===== config.mk =====
export PLATFORM = sky130hd
export DESIGN_NAME = omsp_hmac_msg_buffer_flat
export DESIGN_NICKNAME = d
export VERILOG_FILES = /design/src/rtl/omsp_hmac_msg_buffer_if.sv /design/src/rtl/omsp_hmac_msg_buffer.sv /design/src/flat_wrapper.sv
export SDC_FILE = /design/constraint.sdc
export NUM_CORES = 1
export LEC_CHECK = 0
export BUFFER_PORTS_ARGS = -buffer_cell sky130_fd_sc_hd__buf_4
export CORE_MARGIN = 8
export CORE_UTILIZATION = 50
export DETAILED_ROUTE_END_ITERATION = 6
export PLACE_DENSITY = 0.84
export RECOVER_POWER = 50
export SLEW_MARGIN = 20
export SYNTH_ARGS = -nofsm -noshare
export SYNTH_HDL_FRONTEND = slang
export SYNTH_SLANG_ARGS = --single-unit

===== constraint.sdc =====
create_clock -name clk -period 2.9 [get_ports clk]
set_input_delay 0.145 -clock clk [delete_from_list [all_inputs] [get_ports clk]]
set_output_delay 0.145 -clock clk [all_outputs]
set_load 0.005 [all_outputs]

===== src/rtl/omsp_hmac_msg_buffer_if.sv =====
`default_nettype none
// ============================================================================
// Module      : omsp_hmac_msg_buffer_if
// Description : FSM-side request/response and core-side block/digest signals
//               of the HMAC message buffer.
// Revision    : 1.0 - initial release
// ============================================================================
interface omsp_hmac_msg_buffer_if #(
    parameter int RATE_BYTES   = 8,
    parameter int DIGEST_BYTES = 16
);
    logic                      hmac_reset;
    logic                      start_continue;
    logic                      data_available;
    logic                      data_is_long;
    logic [15:0]               data_in;
    logic                      busy;
    logic [15:0]               data_out;
    logic                      core_clear;
    logic                      blk_valid;
    logic                      blk_ready;
    logic [8*RATE_BYTES-1:0]   blk_data;
    logic                      blk_last;
    logic                      digest_valid;
    logic [8*DIGEST_BYTES-1:0] digest;

    modport slave (
        input  hmac_reset, start_continue, data_available, data_is_long, data_in,
        input  blk_ready, digest_valid, digest,
        output busy, data_out, core_clear, blk_valid, blk_data, blk_last
    );

    modport master (
        output hmac_reset, start_continue, data_available, data_is_long, data_in,
        output blk_ready, digest_valid, digest,
        input  busy, data_out, core_clear, blk_valid, blk_data, blk_last
    );
endinterface
`default_nettype wire


===== src/rtl/omsp_hmac_msg_buffer.sv =====
`default_nettype none
// ============================================================================
// Module      : omsp_hmac_msg_buffer
// Description : Packs 16-bit message words into rate blocks, applies 10*
//               padding on finalize and serves the digest one word at a time.
// Revision    : 1.0 - initial release
// ============================================================================
module omsp_hmac_msg_buffer #(
    parameter int RATE_BYTES   = 8,
    parameter int DIGEST_BYTES = 16
) (
    input  logic                  clk,
    input  logic                  reset,
    omsp_hmac_msg_buffer_if.slave bus
);
    localparam int CNT_W = $clog2(RATE_BYTES + 2);
    localparam int WORDS = DIGEST_BYTES / 2;
    localparam int IDX_W = (WORDS > 1) ? $clog2(WORDS) : 1;
    localparam int BLK_W = 8 * RATE_BYTES;

    localparam logic [2:0] ST_ABSORB      = 3'd0;
    localparam logic [2:0] ST_FLUSH       = 3'd1;
    localparam logic [2:0] ST_PAD_FLUSH   = 3'd2;
    localparam logic [2:0] ST_WAIT_DIGEST = 3'd3;
    localparam logic [2:0] ST_OUT         = 3'd4;

    localparam logic [CNT_W-1:0] CNT_FULL = CNT_W'(RATE_BYTES);
    localparam logic [IDX_W-1:0] IDX_LAST = IDX_W'(WORDS - 1);

    logic [2:0]       state;
    logic [BLK_W-1:0] buffer;
    logic [CNT_W-1:0] cnt;
    logic             split_pending;
    logic [7:0]       split_byte;
    logic             pad_pending;
    logic             blk_last_q;
    logic [IDX_W-1:0] idx;
    logic [15:0]      data_out_q;
    logic             core_clear_q;

    logic [CNT_W-1:0] cnt_p1;
    logic [CNT_W-1:0] cnt_add;
    logic [7:0]       first_byte;
    logic             fills;
    logic             split;
    logic [BLK_W-1:0] buf_abs;
    logic [BLK_W-1:0] buf_fin;
    logic [IDX_W-1:0] idx_nxt;
    logic [15:0]      word_nxt;
    logic             busy_c;

    // Byte lanes are addressed by byte count; byte 0 sits in the MSBs.
    always_comb begin
        first_byte = bus.data_is_long ? bus.data_in[15:8] : bus.data_in[7:0];
        cnt_p1     = cnt + CNT_W'(1);
        cnt_add    = bus.data_is_long ? (cnt + CNT_W'(2)) : cnt_p1;
        fills      = (cnt_add >= CNT_FULL);
        split      = bus.data_is_long && (cnt_p1 == CNT_FULL);
        buf_abs    = buffer;
        buf_fin    = buffer;
        for (int i = 0; i < RATE_BYTES; i++) begin
            if (cnt == CNT_W'(i)) begin
                buf_abs[8*(RATE_BYTES-i)-1 -: 8] = first_byte;
                buf_fin[8*(RATE_BYTES-i)-1 -: 8] = 8'h80;
            end
            if (bus.data_is_long && (cnt_p1 == CNT_W'(i))) begin
                buf_abs[8*(RATE_BYTES-i)-1 -: 8] = bus.data_in[7:0];
            end
        end
    end

    always_comb begin
        idx_nxt  = (idx == IDX_LAST) ? '0 : (idx + IDX_W'(1));
        word_nxt = '0;
        for (int i = 0; i < WORDS; i++) begin
            if (idx_nxt == IDX_W'(i)) begin
                word_nxt = bus.digest[8*DIGEST_BYTES-1-16*i -: 16];
            end
        end
    end

    always_comb begin
        case (state)
            ST_ABSORB: busy_c = bus.start_continue && (!bus.data_available || fills);
            ST_OUT:    busy_c = bus.start_continue;
            default:   busy_c = 1'b1;
        endcase
    end

    always_ff @(posedge clk) begin
        core_clear_q <= reset | bus.hmac_reset;
    end

    always_ff @(posedge clk) begin
        if (reset || bus.hmac_reset) begin
            state         <= ST_ABSORB;
            buffer        <= '0;
            cnt           <= '0;
            split_pending <= 1'b0;
            split_byte    <= 8'h00;
            pad_pending   <= 1'b0;
            blk_last_q    <= 1'b0;
            idx           <= '0;
            data_out_q    <= 16'h0000;
        end else begin
            case (state)
                ST_ABSORB: begin
                    if (bus.start_continue && bus.data_available) begin
                        buffer <= buf_abs;
                        if (fills) begin
                            state         <= ST_FLUSH;
                            cnt           <= CNT_FULL;
                            split_pending <= split;
                            split_byte    <= bus.data_in[7:0];
                        end else begin
                            cnt <= cnt_add;
                        end
                    end else if (bus.start_continue) begin
                        // A full buffer must go out before a padding block can follow.
                        if (cnt == CNT_FULL) begin
                            state       <= ST_FLUSH;
                            pad_pending <= 1'b1;
                        end else begin
                            buffer     <= buf_fin;
                            blk_last_q <= 1'b1;
                            state      <= ST_PAD_FLUSH;
                        end
                    end
                end
                ST_FLUSH: begin
                    if (bus.blk_ready) begin
                        if (pad_pending) begin
                            buffer      <= {8'h80, {(BLK_W-8){1'b0}}};
                            cnt         <= '0;
                            pad_pending <= 1'b0;
                            blk_last_q  <= 1'b1;
                            state       <= ST_PAD_FLUSH;
                        end else if (split_pending) begin
                            buffer        <= {split_byte, {(BLK_W-8){1'b0}}};
                            cnt           <= CNT_W'(1);
                            split_pending <= 1'b0;
                            state         <= ST_ABSORB;
                        end else begin
                            buffer <= '0;
                            cnt    <= '0;
                            state  <= ST_ABSORB;
                        end
                    end
                end
                ST_PAD_FLUSH: begin
                    if (bus.blk_ready) begin
                        buffer     <= '0;
                        cnt        <= '0;
                        blk_last_q <= 1'b0;
                        state      <= ST_WAIT_DIGEST;
                    end
                end
                ST_WAIT_DIGEST: begin
                    if (bus.digest_valid) begin
                        data_out_q <= bus.digest[8*DIGEST_BYTES-1 -: 16];
                        idx        <= '0;
                        state      <= ST_OUT;
                    end
                end
                ST_OUT: begin
                    if (bus.start_continue) begin
                        idx        <= idx_nxt;
                        data_out_q <= word_nxt;
                    end
                end
                default: state <= ST_ABSORB;
            endcase
        end
    end

    assign bus.busy       = busy_c;
    assign bus.data_out   = data_out_q;
    assign bus.core_clear = core_clear_q;
    assign bus.blk_valid  = (state == ST_FLUSH) || (state == ST_PAD_FLUSH);
    assign bus.blk_data   = buffer;
    assign bus.blk_last   = blk_last_q;

endmodule
`default_nettype wire


===== src/flat_wrapper.sv =====
// flat-port wrapper written by rule: the top's interface ports become plain ports
module omsp_hmac_msg_buffer_flat 
#(
    parameter int RATE_BYTES   = 8,
    parameter int DIGEST_BYTES = 16
)
  (clk, reset, bus_hmac_reset, bus_start_continue, bus_data_available, bus_data_is_long, bus_data_in, bus_blk_ready, bus_digest_valid, bus_digest, bus_busy, bus_data_out, bus_core_clear, bus_blk_valid, bus_blk_data, bus_blk_last);
  omsp_hmac_msg_buffer_if #(.RATE_BYTES(RATE_BYTES), .DIGEST_BYTES(DIGEST_BYTES)) bus_i ();
  input  logic clk;
  input  logic reset;
  input wire logic [$bits(bus_i.hmac_reset)-1:0] bus_hmac_reset;
  input wire logic [$bits(bus_i.start_continue)-1:0] bus_start_continue;
  input wire logic [$bits(bus_i.data_available)-1:0] bus_data_available;
  input wire logic [$bits(bus_i.data_is_long)-1:0] bus_data_is_long;
  input wire logic [$bits(bus_i.data_in)-1:0] bus_data_in;
  input wire logic [$bits(bus_i.blk_ready)-1:0] bus_blk_ready;
  input wire logic [$bits(bus_i.digest_valid)-1:0] bus_digest_valid;
  input wire logic [$bits(bus_i.digest)-1:0] bus_digest;
  output wire logic [$bits(bus_i.busy)-1:0] bus_busy;
  output wire logic [$bits(bus_i.data_out)-1:0] bus_data_out;
  output wire logic [$bits(bus_i.core_clear)-1:0] bus_core_clear;
  output wire logic [$bits(bus_i.blk_valid)-1:0] bus_blk_valid;
  output wire logic [$bits(bus_i.blk_data)-1:0] bus_blk_data;
  output wire logic [$bits(bus_i.blk_last)-1:0] bus_blk_last;
  assign bus_i.hmac_reset = bus_hmac_reset;
  assign bus_i.start_continue = bus_start_continue;
  assign bus_i.data_available = bus_data_available;
  assign bus_i.data_is_long = bus_data_is_long;
  assign bus_i.data_in = bus_data_in;
  assign bus_i.blk_ready = bus_blk_ready;
  assign bus_i.digest_valid = bus_digest_valid;
  assign bus_i.digest = bus_digest;
  assign bus_busy = bus_i.busy;
  assign bus_data_out = bus_i.data_out;
  assign bus_core_clear = bus_i.core_clear;
  assign bus_blk_valid = bus_i.blk_valid;
  assign bus_blk_data = bus_i.blk_data;
  assign bus_blk_last = bus_i.blk_last;
  omsp_hmac_msg_buffer #(.RATE_BYTES(RATE_BYTES), .DIGEST_BYTES(DIGEST_BYTES)) u_core (.clk(clk), .reset(reset), .bus(bus_i));
endmodule

==> results by group, run 1 <==
Logic synthesis
  • Synth area leader: dfxtp_1
  • Register area share after synthesis: between 30 and 40%
  • Synth Register Bits: 102
  • Most frequent cell after synthesis: dfxtp_1
  • Mapped Cells: 816
  • Synth top area share: 30.56%
  • Syn Nets: ~1000
  • Synth area leaders: dfxtp_1 31%, mux2i_1 10%, nand2_1 5.6%, o22ai_1 5.2%, a221o_1 4.6%
  • Post-synth EDFFs: 0
  • Synth top cells by count: 102 x dfxtp_1, 99 x nand2_1, 67 x mux2i_1
  • Most common flop cell mapped by yosys: dfxtp_1
  • Ys async rst share: 0%
  • Synth cell types: between 50 and 60
  • Ys Warns: 0
  • Post-synthesis cell area: 0.006683 mm^2
  • Synth Area per Inst: 8.190 um^2

Critical path
  • Reg2Reg Setup Slack: 0.30 ns
  • Path depth of the worst reg2reg path: 6
  • Worst EP arrival: 2.87 ns
  • Crit path capture type: flop
  • R2R Path Start: u_core.cnt[1]$_SDFFE_PP0P_
  • FF-to-FF End: u_core.bus.blk_data[9]$_SDFFE_PP0P_
  • Crit path kind: reg -> reg
  • CP max FO: 10
  • Worst setup SP type: flop
  • Required time worst endpoint: between 3 and 4 ns

Timing
  • Worst Max-Slew Pin Slew: ~1.6 ns
  • Final Setup Violations: 0
  • Setup_tns: 0 ns
  • Tmin final: roughly 2.6 ns
  • RSZ-0062 raised after global routing: false
  • Skew final: approximately 0.01 ns
  • Slew headroom: -8.163%
  • Number of hold violations in the final report: 0
  • Final worst path period share: about 90%
  • Final WS setup: between 0.2 and 0.3 ns
  • Max Fclk: 384.1 MHz
  • Final Max Slew Viols: 37
  • Worst-case hold slack: ~0.095 ns

Floorplanning
  • Die Y-Extent: about 130 um
  • Row Count: 42
  • Core Box Area: 0.01314 mm^2
  • Starting Density: 50.87%
  • Die X: around 130 um
  • # IOs: approximately 240
  • Die area: ~0.017 mm^2

Hold path
  • Worst hold path startpoint: bus_blk_ready
  • WHS Path Cells: 2
  • Worst hold endpoint: u_core.pad_pending$_SDFFE_PP0P_
  • Hold crit path type: in -> reg

Finish
  • Antenna cells: 0
  • Area delta synth->final: 32.47%
  • Layout net count: 1192
  • Final cell count without fillers: 1206
  • Fill cells: between 1000 and 1500
  • Layout cells sized above 1: between 20% and 30%

Placement
  • Port bufs: 235
  • Placed cell count: between 1000 and 1500
  • Dpl hpwl: around 19 mm
  • Setup WS pre-CTS: between 0.4 and 0.5 ns
  • Final GP Congestion: about 0.93

Route
  • Routed Antenna Nets: 0
  • Post-DR wirelength/cell: between 20 and 25 um
  • Initial drt markers: ~740
  • Post-route DRC: 0
  • Via count: ~7400
  • Router iterations before antenna repair: 5
  • DRT Wirelength: approximately 25 mm
  • Via density: slightly above 6

Global route
  • First-pass GRT wire length: between 30 and 40 mm
  • Initial antenna violation count: 0
  • Remaining Overflow, GRT: 0
  • Largest net degree at the start of global routing: just over 70
  • Total GRT Usage: between 20% and 30%
  • Vias in the first global route: ~7400

Pwr
  • Switching power: a little under 900 uW
  • Leakage: roughly 0.0037 uW
  • Comb power frac: between 15 and 20%
  • Cell internal pwr: roughly 2400 uW
  • Reg power frac: approximately 44%
  • PD cells: 367.3 mW/mm^2
  • Sw Ratio: 26.58%
  • Pwr Total: between 3000 and 4000 uW
  • Clock share of power: around two fifths
  • Max VDD drop: 0.2967 mV

Clock tree
  • Clock Pin Slew Worst Setup and Hold Paths: about 0.07 ns
  • Setup bufs post-CTS: 0
  • Post-CTS Resized: 0
  • H-tree depth: 3
  • Skew-Pair Late Insertion Delay: approximately 0.35 ns
  • TritonCTS buffer count: 9
  • Clock root cell: clkbuf_16
  • Maximum clock path buffer count: 2
  • Hold-fix buffers, CTS: 0
  • Clock net sink count: 102
  • CTS tree: built

Flow run
  • Max Cap Viol: 1

Status
  • Outcome: finished, violations left
  • Failing checks: capacitance limit, slew limit
-- layout by cell type, fill, tap and decap left out, types with 12 or more instances in the layout --
cell	netlist	routed
inv_1	28	29
o21ai_0	24	25
nand2b_1	19	19
a21oi_1	57	56
o22ai_1	56	56
nand4_1	12	12
dfxtp_1	102	102
nand2_1	99	99
a211oi_1	19	19
clkbuf_4	0	57
buf_4	0	177
a221o_1	31	31
a21o_1	16	16
nor2_1	59	58
nand3_1	15	15
a221oi_1	16	16
ha_1	15	14
clkbuf_1	54	29
mux2i_1	67	67
a32o_1	16	16
-- sequential cells by signal, indices dropped and copies added (netlist names) --
signal and cells:
u_core.state 3, u_core.bus.core_clear 1, u_core.pad_pending 1, u_core.idx 3, u_core.cnt 4, u_core.bus.data_out 16, u_core.bus.blk_last 1, u_core.split_byte 8
u_core.split_pending 1, u_core.bus.blk_data 64
-- per-layer routing --
layer  GRT usage, %  wire length [um]
met5              0                 0
met4          14.42              1132
met3          8.803              2391
met2          44.03             11790
met1          31.65              9462
-- through the flow --
stage / util, % / cell area, um^2
global placement: 65.91 / 8660
CTS: 68.24 / 8965
finish: 67.38 / 8852
global route: 67.38 / 8852
detailed placement: 65.91 / 8660
floorplan: - / 6683
-- kinds of logic (layout without fill, tap and decap cells) --
logic type | count (synthesis) | after routing | synth area share, %
AO/OA/AOI/OAI | 281 | 281 | 31.66
AND/OR/NAND/NOR | 244 | 244 | 17.37
flip-flops | 102 | 102 | 30.56
buffers and inverters | 95 | 309 | 5.692
multiplexers | 75 | 75 | 11.38
adder cells (fa/ha/maj) | 15 | 15 | 2.808
XOR/XNOR | 4 | 4 | 0.5243
-- cell type report --
type | instances | area [um^2] | share of cell area (%)
clock buffer | 10 | 229.0 | 2.587
clock inverter | 6 | 76.32 | 0.8622
inverter | 29 | 108.9 | 1.230
multi-input combinational | 619 | 4274 | 48.28
sequential | 102 | 2042 | 23.07
tap | 176 | 220.2 | 2.488
timing repair buffer | 264 | 1902 | 21.48
-- critical path, stage by stage (launching register included) --
cell	delay, ns
dfxtp_1	0.50
ha_1	0.30
xor2_1	0.46
nand4_1	0.23
a211oi_4	0.56
nand2_2	0.20
o22ai_1	0.26
-- power groups by stage --
stage | logic (uW) | clock network (uW) | registers [uW]
after floorplan | 289 | 0 | 1460
after global placement | 554 | 0 | 1460
after detailed placement | 562 | 0 | 1460
after CTS | 566 | 1260 | 1430
after global routing | 604 | 1320 | 1430
final | 569 | 1260 | 1430
-- worst max path at each step --
stage	startpoint	cells after the start	slack (ns)	to
after floorplan	u_core.idx[0]$_SDFFE_PP0P_	8	0.70	u_core.bus.data_out[10]$_SDFFE_PP0P_
after global placement	u_core.cnt[0]$_SDFFE_PP0P_	6	0.54	u_core.bus.blk_data[12]$_SDFFE_PP0P_
after detailed placement	u_core.cnt[1]$_SDFFE_PP0P_	6	0.42	u_core.bus.blk_data[24]$_SDFFE_PP0P_
after CTS	u_core.cnt[1]$_SDFFE_PP0P_	6	0.37	u_core.bus.blk_data[9]$_SDFFE_PP0P_
after global routing	u_core.cnt[1]$_SDFFE_PP0P_	6	0.13	u_core.bus.blk_data[9]$_SDFFE_PP0P_
final	u_core.cnt[1]$_SDFFE_PP0P_	6	0.30	u_core.bus.blk_data[9]$_SDFFE_PP0P_
(Power assumes the default switching activity.)
==> run 2: changes to the inputs <==
==> constraint.sdc (replaced) <==
create_clock -name clk -period 3.13 [get_ports clk]
set_input_delay 0.1565 -clock clk [delete_from_list [all_inputs] [get_ports clk]]
set_output_delay 0.1565 -clock clk [all_outputs]
set_load 0.005 [all_outputs]
==> results by group, run 2 (synthesized netlist as in run 1, its figures left out) <==
Status
  • Outcome: finished clean

Finish
  • Fin util: 66.77% (-0.61 points)
  • Layout net count: 1181 (-0.92%)
  • Layout cells sized above 1: 27.38% (-1.4 points)
  • Fill cells: 1161 (+6.1%)
  • Area delta synth->final: 31.27%
  • Commonest non-fill, non-tap cell in the layout: buf_4
  • Largest register FFs: 64 (unchanged)
  • Antenna cells: 0 (unchanged)
  • Final instance area: 0.008772 mm^2 (-0.90%)
  • Most frequent cells in the layout: 167 x buf_4, 102 x dfxtp_1, 99 x nand2_1

Timing
  • Max Fclk: 341.7 MHz (-11%)
  • Number of hold violations in the final report: 0 (unchanged)
  • Final Setup Violations: 0 (unchanged)
  • Tmin final: 2.927 ns (+0.3230 ns)
  • Final worst path period share: 93.50% (+3.7 points)
  • Final WS setup: 0.2034 ns (-0.09302 ns)
  • Worst-case hold slack: 0.06754 ns (-0.02746 ns)
  • Setup_tns: 0 ns (unchanged)
  • RSZ-0062 raised after global routing: false
  • Worst Max-Slew Pin Slew: 1.263 ns (-0.3598 ns)
  • Skew final: 0.007682 ns (-0.002338 ns)
  • Final Max Slew Viols: 0 (-100%)
  • Slew headroom: 15.73% (+24 points)

Clock tree
  • Clock root cell: clkbuf_16
  • CTS tree: built
  • Skew-Pair Late Insertion Delay: 0.35 ns (about the same)
  • Post-CTS Resized: 0 (unchanged)
  • Clock net sink count: 102 (unchanged)
  • TritonCTS buffer count: 9 (unchanged)
  • Hold-fix buffers, CTS: 0 (unchanged)
  • Setup bufs post-CTS: 0 (unchanged)
  • H-tree depth: 3 (unchanged)
  • Clock Pin Slew Worst Setup and Hold Paths: 0.07 ns (about the same)
  • Maximum clock path buffer count: 2 (unchanged)

Placement
  • Placed Instance Area: 0.008577 mm^2 (-0.95%)
  • Final GP Congestion: 0.9498 (+2.3%)
  • Dpl hpwl: 18.37 mm (-0.86%)
  • Port bufs: 235 (unchanged)
  • Setup WS pre-CTS: 0.3735 ns (-0.05022 ns)

Critical path
  • Critical-path top delay cell: xnor2_1
  • Crit. Startpoint: u_core.cnt[0]$_SDFFE_PP0P_
  • Required time worst endpoint: 3.36 ns (+0.20 ns)
  • Crit path cell chain: ha_1 > xnor2_1 > a41o_1 > mux2_2 > a22oi_1 > a21oi_1
  • Crit path capture type: flop
  • Crit path kind: reg -> reg
  • Worst EP arrival: 3.16 ns (+0.29 ns)
  • Path depth of the worst reg2reg path: 6 (unchanged)
  • Reg2Reg Setup Slack: 0.20 ns (-0.09 ns)
  • Worst setup SP type: flop
  • FF-to-FF End: u_core.bus.blk_data[62]$_SDFFE_PP0P_
  • R2R Path Start: u_core.cnt[0]$_SDFFE_PP0P_
  • Worst path max stage delay: 0.80 ns (+0.24 ns)
  • CP max FO: 11 (+1)

Floorplanning
  • Starting Density: 50.87% (unchanged)
  • Row Count: 42 (unchanged)
  • Core Box Area: 0.01314 mm^2 (unchanged)
  • Die Y-Extent: 131.6 um (unchanged)
  • # IOs: 236 (unchanged)
  • Die X: 131.6 um (unchanged)
  • Die area: 0.01732 mm^2 (unchanged)

Global route
  • Initial antenna violation count: 0 (unchanged)
  • Largest net degree at the start of global routing: 71 (unchanged)
  • Remaining Overflow, GRT: 0 (unchanged)
  • Vias in the first global route: 7395 (-0.30%)
  • First-pass GRT wire length: 39.45 mm (+0.86%)
  • Total GRT Usage: 27.57% (+0.31 points)

Hold path
  • Hold crit path type: in -> reg
  • Worst hold path startpoint: bus_data_in[7]
  • WHS Path Cells: 3 (+1)
  • Worst hold endpoint: u_core.split_byte[7]$_SDFFE_PP0P_

Flow run
  • Max Cap Viol: 0 (-1)

Pwr
  • Max VDD drop: 0.2655 mV (-11%)
  • Leakage: 0.003658 uW (-1.8%)
  • PD cells: 350.3 mW/mm^2 (-4.6%)

Route
  • Via density: 6.247 (+1.2%)
  • Via count: 7465 (+0.26%)
  • Router iterations before antenna repair: 7 (+2)
  • Routed Antenna Nets: 0 (unchanged)
  • Initial drt markers: 751 (+1.3%)
  • Post-route DRC: 0 (unchanged)
  • Post-DR wirelength/cell: 21.01 um (+2.3%)
  • DRT Wirelength: 25.11 mm (+1.3%)
run 2: cell type report:
cell class	instances	area, um^2	share of cell area (%)
clock buffer	11	242.7	2.767
inverter	29	108.9	1.241
sequential	102	2042	23.28
tap	176	220.2	2.510
clock inverter	5	81.33	0.9271
timing repair buffer	253	1800	20.52
multi-input combinational	619	4277	48.75
run 2: per-layer routing:
| layer | GRT usage (%) | share of wire [%] | routed length (um) | vias to the layer above |
|---|---|---|---|---|
| met3 | 9.184 | 10 | 2513 | 102 |
| met5 | 0 | 0 | 0 | - |
| met2 | 45.51 | 48 | 12080 | 423 |
| met1 | 30.91 | 37 | 9272 | 3486 |
| met4 | 14.93 | 4.9 | 1239 | 0 |
| li1 | - | - | - | 3454 |
run 2: through the flow:
step	power, uW	instances
after floorplan	1617	816
after global placement	1859	1179
after detailed placement	1866	1179
after CTS	3072	1195
after global routing	3175	1195
final	3073	1195
run 2: how the worst max path moves through the flow:
stage                                           end  slack [ns]  cells past startpoint
3_5_place_dp   u_core.bus.blk_data[62]$_SDFFE_PP0P_        0.37                      6
5_1_grt        u_core.bus.blk_data[62]$_SDFFE_PP0P_        0.08                      6
3_3_place_gp   u_core.bus.blk_data[62]$_SDFFE_PP0P_        0.49                      6
4_1_cts        u_core.bus.blk_data[62]$_SDFFE_PP0P_        0.29                      6
6_report       u_core.bus.blk_data[62]$_SDFFE_PP0P_        0.20                      6
2_1_floorplan  u_core.bus.data_out[10]$_SDFFE_PP0P_        0.93                      8
run 2: where the power goes:
group	total, uW	switching [uW]	internal, uW
Clock	1230	502	725
Combinational	523	262	261
Sequential	1320	13.7	1310
run 2: worst max-delay path, delay by kind of cell, from the launching register on:
kind	cells	cell delay (ns)
AOI/OAI and AO/OA	3	0.90
xor gates and xnor gates	1	0.80
adders and majority gates	1	0.30
DFF	1	0.40
muxes	1	0.40
